==> src/rtl/alu_pkg.sv <==
// Shared ALU package: opcode encodings and the default operand width.
// Build option: define ALU_PREPROCESS_NEG_CIN_EN to add the carry-in output
// used to turn the negate opcode into a two's-complement negation.
package alu_pkg;

    localparam int unsigned ALU_WIDTH = 4;
    localparam int unsigned OP_W      = 3;

    typedef enum logic [OP_W-1:0] {
        OP_PASS_A = 3'b000,
        OP_NEG_A  = 3'b001,
        OP_ADD    = 3'b010,
        OP_INC    = 3'b011,
        OP_AND    = 3'b100,
        OP_OR     = 3'b101,
        OP_XOR    = 3'b110,
        OP_NOT_A  = 3'b111
    } alu_op_e;

endpackage

==> src/rtl/alu_preprocess_map.sv <==
// alu_preprocess_map: combinational opcode decode producing the operand pair
// (and optionally the carry-in) that lets a single adder/logic unit compute
// every ALU operation.
// Ports:
//   a, b    : raw operands (WIDTH bits)
//   op      : 3-bit opcode
//   amod_c  : conditioned operand A (combinational)
//   bmod_c  : conditioned operand B (combinational)
//   cin_c   : adder carry-in, only with ALU_PREPROCESS_NEG_CIN_EN defined
module alu_preprocess_map
    import alu_pkg::*;
#(
    parameter int unsigned WIDTH = ALU_WIDTH
) (
    input  logic [WIDTH-1:0] a,
    input  logic [WIDTH-1:0] b,
    input  logic [OP_W-1:0]  op,
    output logic [WIDTH-1:0] amod_c,
`ifdef ALU_PREPROCESS_NEG_CIN_EN
    output logic             cin_c,
`endif
    output logic [WIDTH-1:0] bmod_c
);

    // Opcode to operand-pair mapping; every code is decoded explicitly.
    always_comb begin
        amod_c = a;
        bmod_c = b;
`ifdef ALU_PREPROCESS_NEG_CIN_EN
        cin_c  = 1'b0;
`endif
        case (alu_op_e'(op))
            OP_PASS_A: begin
                amod_c = '0;
                bmod_c = a;
            end
            OP_NEG_A: begin
                // 0 + ~A (+1 via carry-in when enabled) gives -A downstream
                amod_c = '0;
                bmod_c = ~a;
`ifdef ALU_PREPROCESS_NEG_CIN_EN
                cin_c  = 1'b1;
`endif
            end
            OP_ADD: begin
                amod_c = a;
                bmod_c = b;
            end
            OP_INC: begin
                amod_c = a;
                bmod_c = WIDTH'(1);
            end
            OP_AND: begin
                amod_c = a;
                bmod_c = b;
            end
            OP_OR: begin
                amod_c = a;
                bmod_c = b;
            end
            OP_XOR: begin
                amod_c = a;
                bmod_c = b;
            end
            OP_NOT_A: begin
                amod_c = a;
                bmod_c = ~a;
            end
        endcase
    end

endmodule

==> src/rtl/alu_preprocess.sv <==
// alu_preprocess: one-stage registered operand pre-conditioning in front of
// the ALU adder/logic unit. Decode lives in alu_preprocess_map; this level
// holds only the output registers and the valid flag.
// Build option: ALU_PREPROCESS_NEG_CIN_EN adds the registered cin output.
// Ports:
//   clk, rst_n : clock, asynchronous active-low reset
//   in_valid   : A/B/Op valid this cycle
//   A, B, Op   : operands and opcode
//   out_valid  : AMod/BMod/op_out (and cin) hold a fresh result
//   AMod, BMod : conditioned operands
//   op_out     : opcode registered with the data
//   cin        : carry-in for the adder (feature builds only)
module alu_preprocess
    import alu_pkg::*;
#(
    parameter int unsigned WIDTH = ALU_WIDTH
) (
    input  logic             clk,
    input  logic             rst_n,
    input  logic             in_valid,
    input  logic [WIDTH-1:0] A,
    input  logic [WIDTH-1:0] B,
    input  logic [OP_W-1:0]  Op,
    output logic             out_valid,
    output logic [WIDTH-1:0] AMod,
    output logic [WIDTH-1:0] BMod,
`ifdef ALU_PREPROCESS_NEG_CIN_EN
    output logic             cin,
`endif
    output logic [OP_W-1:0]  op_out
);

    logic [WIDTH-1:0] amod_c;
    logic [WIDTH-1:0] bmod_c;
`ifdef ALU_PREPROCESS_NEG_CIN_EN
    logic             cin_c;
`endif

    alu_preprocess_map #(
        .WIDTH (WIDTH)
    ) u_map (
        .a      (A),
        .b      (B),
        .op     (Op),
        .amod_c (amod_c),
`ifdef ALU_PREPROCESS_NEG_CIN_EN
        .cin_c  (cin_c),
`endif
        .bmod_c (bmod_c)
    );

    // Valid flag follows in_valid every cycle.
    always_ff @(posedge clk or negedge rst_n) begin
        if (!rst_n) begin
            out_valid <= 1'b0;
        end else begin
            out_valid <= in_valid;
        end
    end

    // Data registers load only on a valid capture and otherwise hold.
    always_ff @(posedge clk or negedge rst_n) begin
        if (!rst_n) begin
            AMod   <= '0;
            BMod   <= '0;
            op_out <= '0;
`ifdef ALU_PREPROCESS_NEG_CIN_EN
            cin    <= 1'b0;
`endif
        end else if (in_valid) begin
            AMod   <= amod_c;
            BMod   <= bmod_c;
            op_out <= Op;
`ifdef ALU_PREPROCESS_NEG_CIN_EN
            cin    <= cin_c;
`endif
        end
    end

endmodule

==> config.mk <==
export PLATFORM = sky130hd
export DESIGN_NAME = alu_preprocess
export DESIGN_NICKNAME = d
export VERILOG_FILES = /design/src/rtl/alu_pkg.sv /design/src/rtl/alu_preprocess_map.sv /design/src/rtl/alu_preprocess.sv
export SDC_FILE = /design/constraint.sdc
export NUM_CORES = 1
export LEC_CHECK = 0
export ABC_AREA = 1
export CORE_MARGIN = 2
export CORE_UTILIZATION = 43
export CTS_CLUSTER_SIZE = 25
export DETAILED_ROUTE_END_ITERATION = 16
export HOLD_SLACK_MARGIN = 0.03
export PLACE_DENSITY_LB_ADDON = 0.25
export SLEW_MARGIN = 20
export SYNTH_ARGS = -nofsm -noshare
export SYNTH_HDL_FRONTEND = slang
export SYNTH_SLANG_ARGS = --single-unit
==> constraint.sdc <==
create_clock -name clk -period 1.1 [get_ports clk]
set_clock_uncertainty 0.1 [all_clocks]
set_input_delay 0.165 -clock clk [delete_from_list [all_inputs] [get_ports clk]]
set_output_delay 0.165 -clock clk [all_outputs]
set_load 0.01 [all_outputs]
=== Word level (Yosys, flattened, before mapping) ===
Cells that the tools add are included.

* Register bits: 12
* Latch bits: 0
* Bits in writable memories: 0
* Memory bits (read-only): 0
* Word-level logic and storage cells: 19
* Memories kept: 0

* Add/sub/neg operators: 0
* Multiply operators: 0
* Div/mod/pow operators: 0
* $lt $le $gt $ge: 0
* Eq/ne operators: 7
* Shifts and indexed selects: 0
* Muxes and demuxes: 2
* Bitwise logic cells: 1
* Reduce and logical (&&, ||, !) cells: 5

{| class="wikitable"
|+ Operators with widths
! kind !! number
|-
| case mux 4 bit (4 select lines) || 1
|-
| == test 3 bit (second input constant) || 4
|-
| case mux 4 bit (2 select lines) || 1
|-
| == test 3 x 2 -> 1 bit (second input constant) || 2
|-
| OR reduction 6 bit || 1
|-
| inverter 4 bit || 1
|-
| OR reduction 2 bit || 2
|-
| OR reduction 4 bit || 1
|-
| == test 3 x 1 -> 1 bit (second input constant) || 1
|-
| logical NOT 3 bit || 1
|}

=== Longest topological paths before layout ===
* Word-level depth: 3
* Gate-level depth with buffers: 8
* Mapped depth without buffers: 8

=== By module ===
From an unflattened synthesis, not the netlist that was laid out.

* Cell total of the unflattened synthesis: 86
* Area, all modules: 610.6 um2

{| class="wikitable"
|+ Modules (own cells, without submodules)
! module !! times used !! cells an instance !! area each (um2)
|-
| alu_preprocess || 1 || 48 || 446.7
|-
| alu_preprocess_map || 1 || 38 || 163.9
|}

=== Worst setup path before layout ===
No wires, ideal clock.

* Kind: input -> register
* From: in Op[2]
* To: reg BMod[0]
* Library setup time: 0.116 ns
* Arrival time: 0.611 ns
* Path slack: 0.273 ns
* Stages on the path: 6
* Path buffers: 0
* Cell sequence: nor2_4 > nand2_4 > o21ai_1 > inv_1 > nand2_1 > nand2_1

* Word-level cells in the longest chain between the ends: 3
* Elaborated cells between the ends (all ways): 11
* Classes of those cells: 7 x eq/ne; 1 x mux; 3 x reduce/logical

{| class="wikitable"
|+ Ends and longest elaborated chain
! element !! RTL line !! source
|-
| from (decl) || alu_preprocess.sv:23 || <nowiki>input logic [OP_W-1:0] Op,</nowiki>
|-
| == test 3 x 2 -> 1 bit, or another cell as far along || alu_preprocess_map.sv:32 || <nowiki>case (alu_op_e'(op))</nowiki>
|-
| OR reduction 4 bit (no line) / OR reduction 2 bit (equally long branches) || n/a ||
|-
| case mux 4 bit (4 select lines) (*) || alu_preprocess_map.sv:32 ||
|-
| to (signal assigned) || alu_preprocess.sv:72 || <nowiki>BMod <= bmod_c;</nowiki>
|-
| to (decl) || alu_preprocess.sv:26 || <nowiki>output logic [WIDTH-1:0] BMod,</nowiki>
|}

Mark *: on every way between the ends. The rest lies on a longest branch, timed or not.
A chain may end at the register's enable or synchronous reset.

=== Worst setup path in the final report ===
* From: reg BMod[3]
* To: out BMod[3]

No word-level cell between the ends.

==> metrics <==
outcome complete, no violations; Initial Utilization 46.3%; proportion of power drawn by the clock network 24.6%; part of the power in combinational logic 27.8%; cell types occupying the most area after synthesis sky130_fd_sc_hd__dfrtp_1 50%, sky130_fd_sc_hd__nand2_1 18%, sky130_fd_sc_hd__inv_1 8.7%, sky130_fd_sc_hd__nand3_1 6.6%, sky130_fd_sc_hd__o21ai_0 5.8%; top-level port count 26; Inserted Clock Buffers 3; post-synthesis sequential area ratio 49.8%; placement row count 13; initial antenna violation count 0; Power per Cell Area 1160 nW/um2; setup slack of the most critical reg-to-reg path 120 ps; count of final setup violators 0; Max-cap violations 0; endpoint arrival time on the critical path 800 ps; area post-placement 920 um2; post-CTS clock slew at the launch and capture registers of the worst setup and hold paths 70 ps; Synth Net Count 94; remaining antenna violation count 0; gate family responsible for the most delay along the worst path flip-flops; Clock Sinks 12; Mapped Area 603 um2; Worst Setup Slack post-DPL -392 ps; via count of the first global-routing pass 611; number of nets at the end of the flow 134; layout overhead on the synthesized area 52.1%; H-tree depth 1; Worst slew margin 82.2%; leading area contributor after synthesis sky130_fd_sc_hd__dfrtp_1; Antenna diodes 0; Worst Path Class, Setup reg2out; sequential group share of total power 47.6%; routed length per placed instance 12.0 um; fraction of layout instances using a drive strength above 1 28.0%; quantity of I/O buffers inserted on ports 25; total iterations of the first detailed-routing run 4; horizontal die dimension 41.5 um; all-layer global routing usage 19.2%; Largest stage delay, worst path 390 ps; pin slew with the least headroom to its limit 267 ps; first-pass GRT wire length 2540 um; CP Launch Type flip-flop; maximum number of pins on one net before global-route repair 15; Final Instance Count excl. Fillers 133; origin of the critical flop-to-flop path AMod[1]; Skew-Pair Late Insertion Delay 270 ps; slowest cell on the critical path sky130_fd_sc_hd__dfrtp_1; Post-Syn Area per Cell 7.54 um2; Net Sw Power 0.000307 W; placer congestion estimate 0.829; Critical path buffers and inverters 1; Synth Instances 80; element type at the critical path end primary output; area share of the largest cell type after synthesis 49.8%; CTS Buffer Depth 2; Detailed Place HPWL 1170 um; static power due to leakage 0.526 nW; end of the worst register-to-register path AMod[1]; design area 917 um2; setup repair after global routing missed its margin false; DR vias/cell 4.94; Switching Fraction 28.9%; CTS tree done; Synth Register Bits 12; DRT iter0 DRCs 22; die footprint 1720 um2; final routed DRC violation total 0; cell chain of the critical path buf_2; Std-Cell Core Area 1300 um2; total detailed-routing wirelength 1590 um; total number of vias 657; internal power 0.000756 W; placed cells 126; maximum fanout encountered on the critical timing path 2; min cycle time layout 1070 ps; die height 41.5 um; Hold Worst Slack 96.2 ps; final number of hold-violating endpoints 0; number of slew-limit violations in the final report 0; CTS root buffer sky130_fd_sc_hd__clkbuf_4; R2R depth 4; achievable clock frequency 939 MHz; GRT Residual Overflow 0; path type of the worst min-delay path in2async; setup ws final 34.9 ps; VDD IR-drop max 0.871 mV; Yosys cell types 11; number of warnings printed during yosys synthesis 0; Final Cycle Share 96.8%; CP required 830 ps; final core utilization 70.5%
-- layout make-up --
| type | instances | area, um2 |
|---|---|---|
| fill | 108 | 384 |
| sequential | 12 | 300 |
| timing repair buffer | 35 | 264 |
| multi-input combinational | 53 | 248 |
| inverter | 14 | 56.3 |
| clock buffer | 3 | 22.5 |
| tap | 15 | 18.8 |
| timing repair inverter | 1 | 7.51 |
-- cells in the mapped netlist --
library cell	n
sky130_fd_sc_hd__nand2_1	29
sky130_fd_sc_hd__o21ai_1	4
sky130_fd_sc_hd__nor2_2	1
sky130_fd_sc_hd__nand2_4	1
sky130_fd_sc_hd__inv_1	14
sky130_fd_sc_hd__buf_2	1
sky130_fd_sc_hd__nor2_4	1
sky130_fd_sc_hd__o21ai_0	7
sky130_fd_sc_hd__dfrtp_1	12
sky130_fd_sc_hd__nand2_2	2
sky130_fd_sc_hd__nand3_1	8
-- cell families after synthesis --
group | after synthesis | synth area share, %
buffers and inverters | 15 | 9.54
and+or+nand+nor | 42 | 31.5
DFF | 12 | 49.8
AOI/OAI and AO/OA | 11 | 9.13
-- state kept, by name, indices dropped and copies added (netlist names) --
name / cells
out_valid: 1
AMod: 4
BMod: 4
op_out: 3
-- repair_timing --
item | in CTS | in global routing
hold buffers | 0 | 0
cloned | 0 | 1
endpoints found under the hold margin | 0 | 0
setup endpoints to repair | 16 | 7
pin swaps | 1 | 0
resized for setup | 52 | 3
setup buffers | 3 | 0
-- cell usage in the layout, fill, tap and decap left out, types with 3 or more instances in the layout --
cell                              netlist  layout
sky130_fd_sc_hd__nand2_1               29      28
sky130_fd_sc_hd__inv_1                 14      13
sky130_fd_sc_hd__dfrtp_1               12      12
sky130_fd_sc_hd__buf_2                  1      12
sky130_fd_sc_hd__buf_4                  0      10
sky130_fd_sc_hd__clkdlybuf4s50_1        0       9
sky130_fd_sc_hd__nand3_1                8       8
sky130_fd_sc_hd__o21ai_0                7       7
sky130_fd_sc_hd__o21ai_1                4       4
sky130_fd_sc_hd__nand2_2                2       3
sky130_fd_sc_hd__clkbuf_4               0       3
sky130_fd_sc_hd__dlygate4sd2_1          0       3
-- power by group through the flow --
stage	Combinational (W)	Sequential (W)	Clock (W)
2_1_floorplan	0.0000943	0.000538	0
3_3_place_gp	0.000310	0.000514	0
3_5_place_dp	0.000320	0.000517	0
4_1_cts	0.000292	0.000506	0.000262
5_1_grt	0.000327	0.000513	0.000276
6_report	0.000296	0.000506	0.000261
-- metrics by stage --
stage	power [W]	TNS (ps)
after floorplan	0.000632	0
after global placement	0.000824	-2770
after detailed placement	0.000837	-3340
after CTS	0.00106	0
after global routing	0.00112	0
final	0.00106	0
-- worst max path at each step --
stage / to / cells after the start / from / slack, ps
after global placement: BMod[0] / 8 / Op[1] / -350
after detailed placement: BMod[0] / 8 / Op[1] / -390
after global routing: BMod[3] / 1 / BMod[3] / 7
final: BMod[3] / 1 / BMod[3] / 30
after floorplan: BMod[0] / 6 / Op[2] / 270
after CTS: BMod[3] / 1 / BMod[3] / 30
-- layer usage --
metal	GRT usage (%)	part of all wire, %	up-vias
met3	2.17	6.2	4
met4	11.6	1.9	0
met2	34.4	51	30
met1	21.6	41	299
met5	0	0	-
li1	-	-	324
No activity file was read; power rests on OpenSTA's default activity.
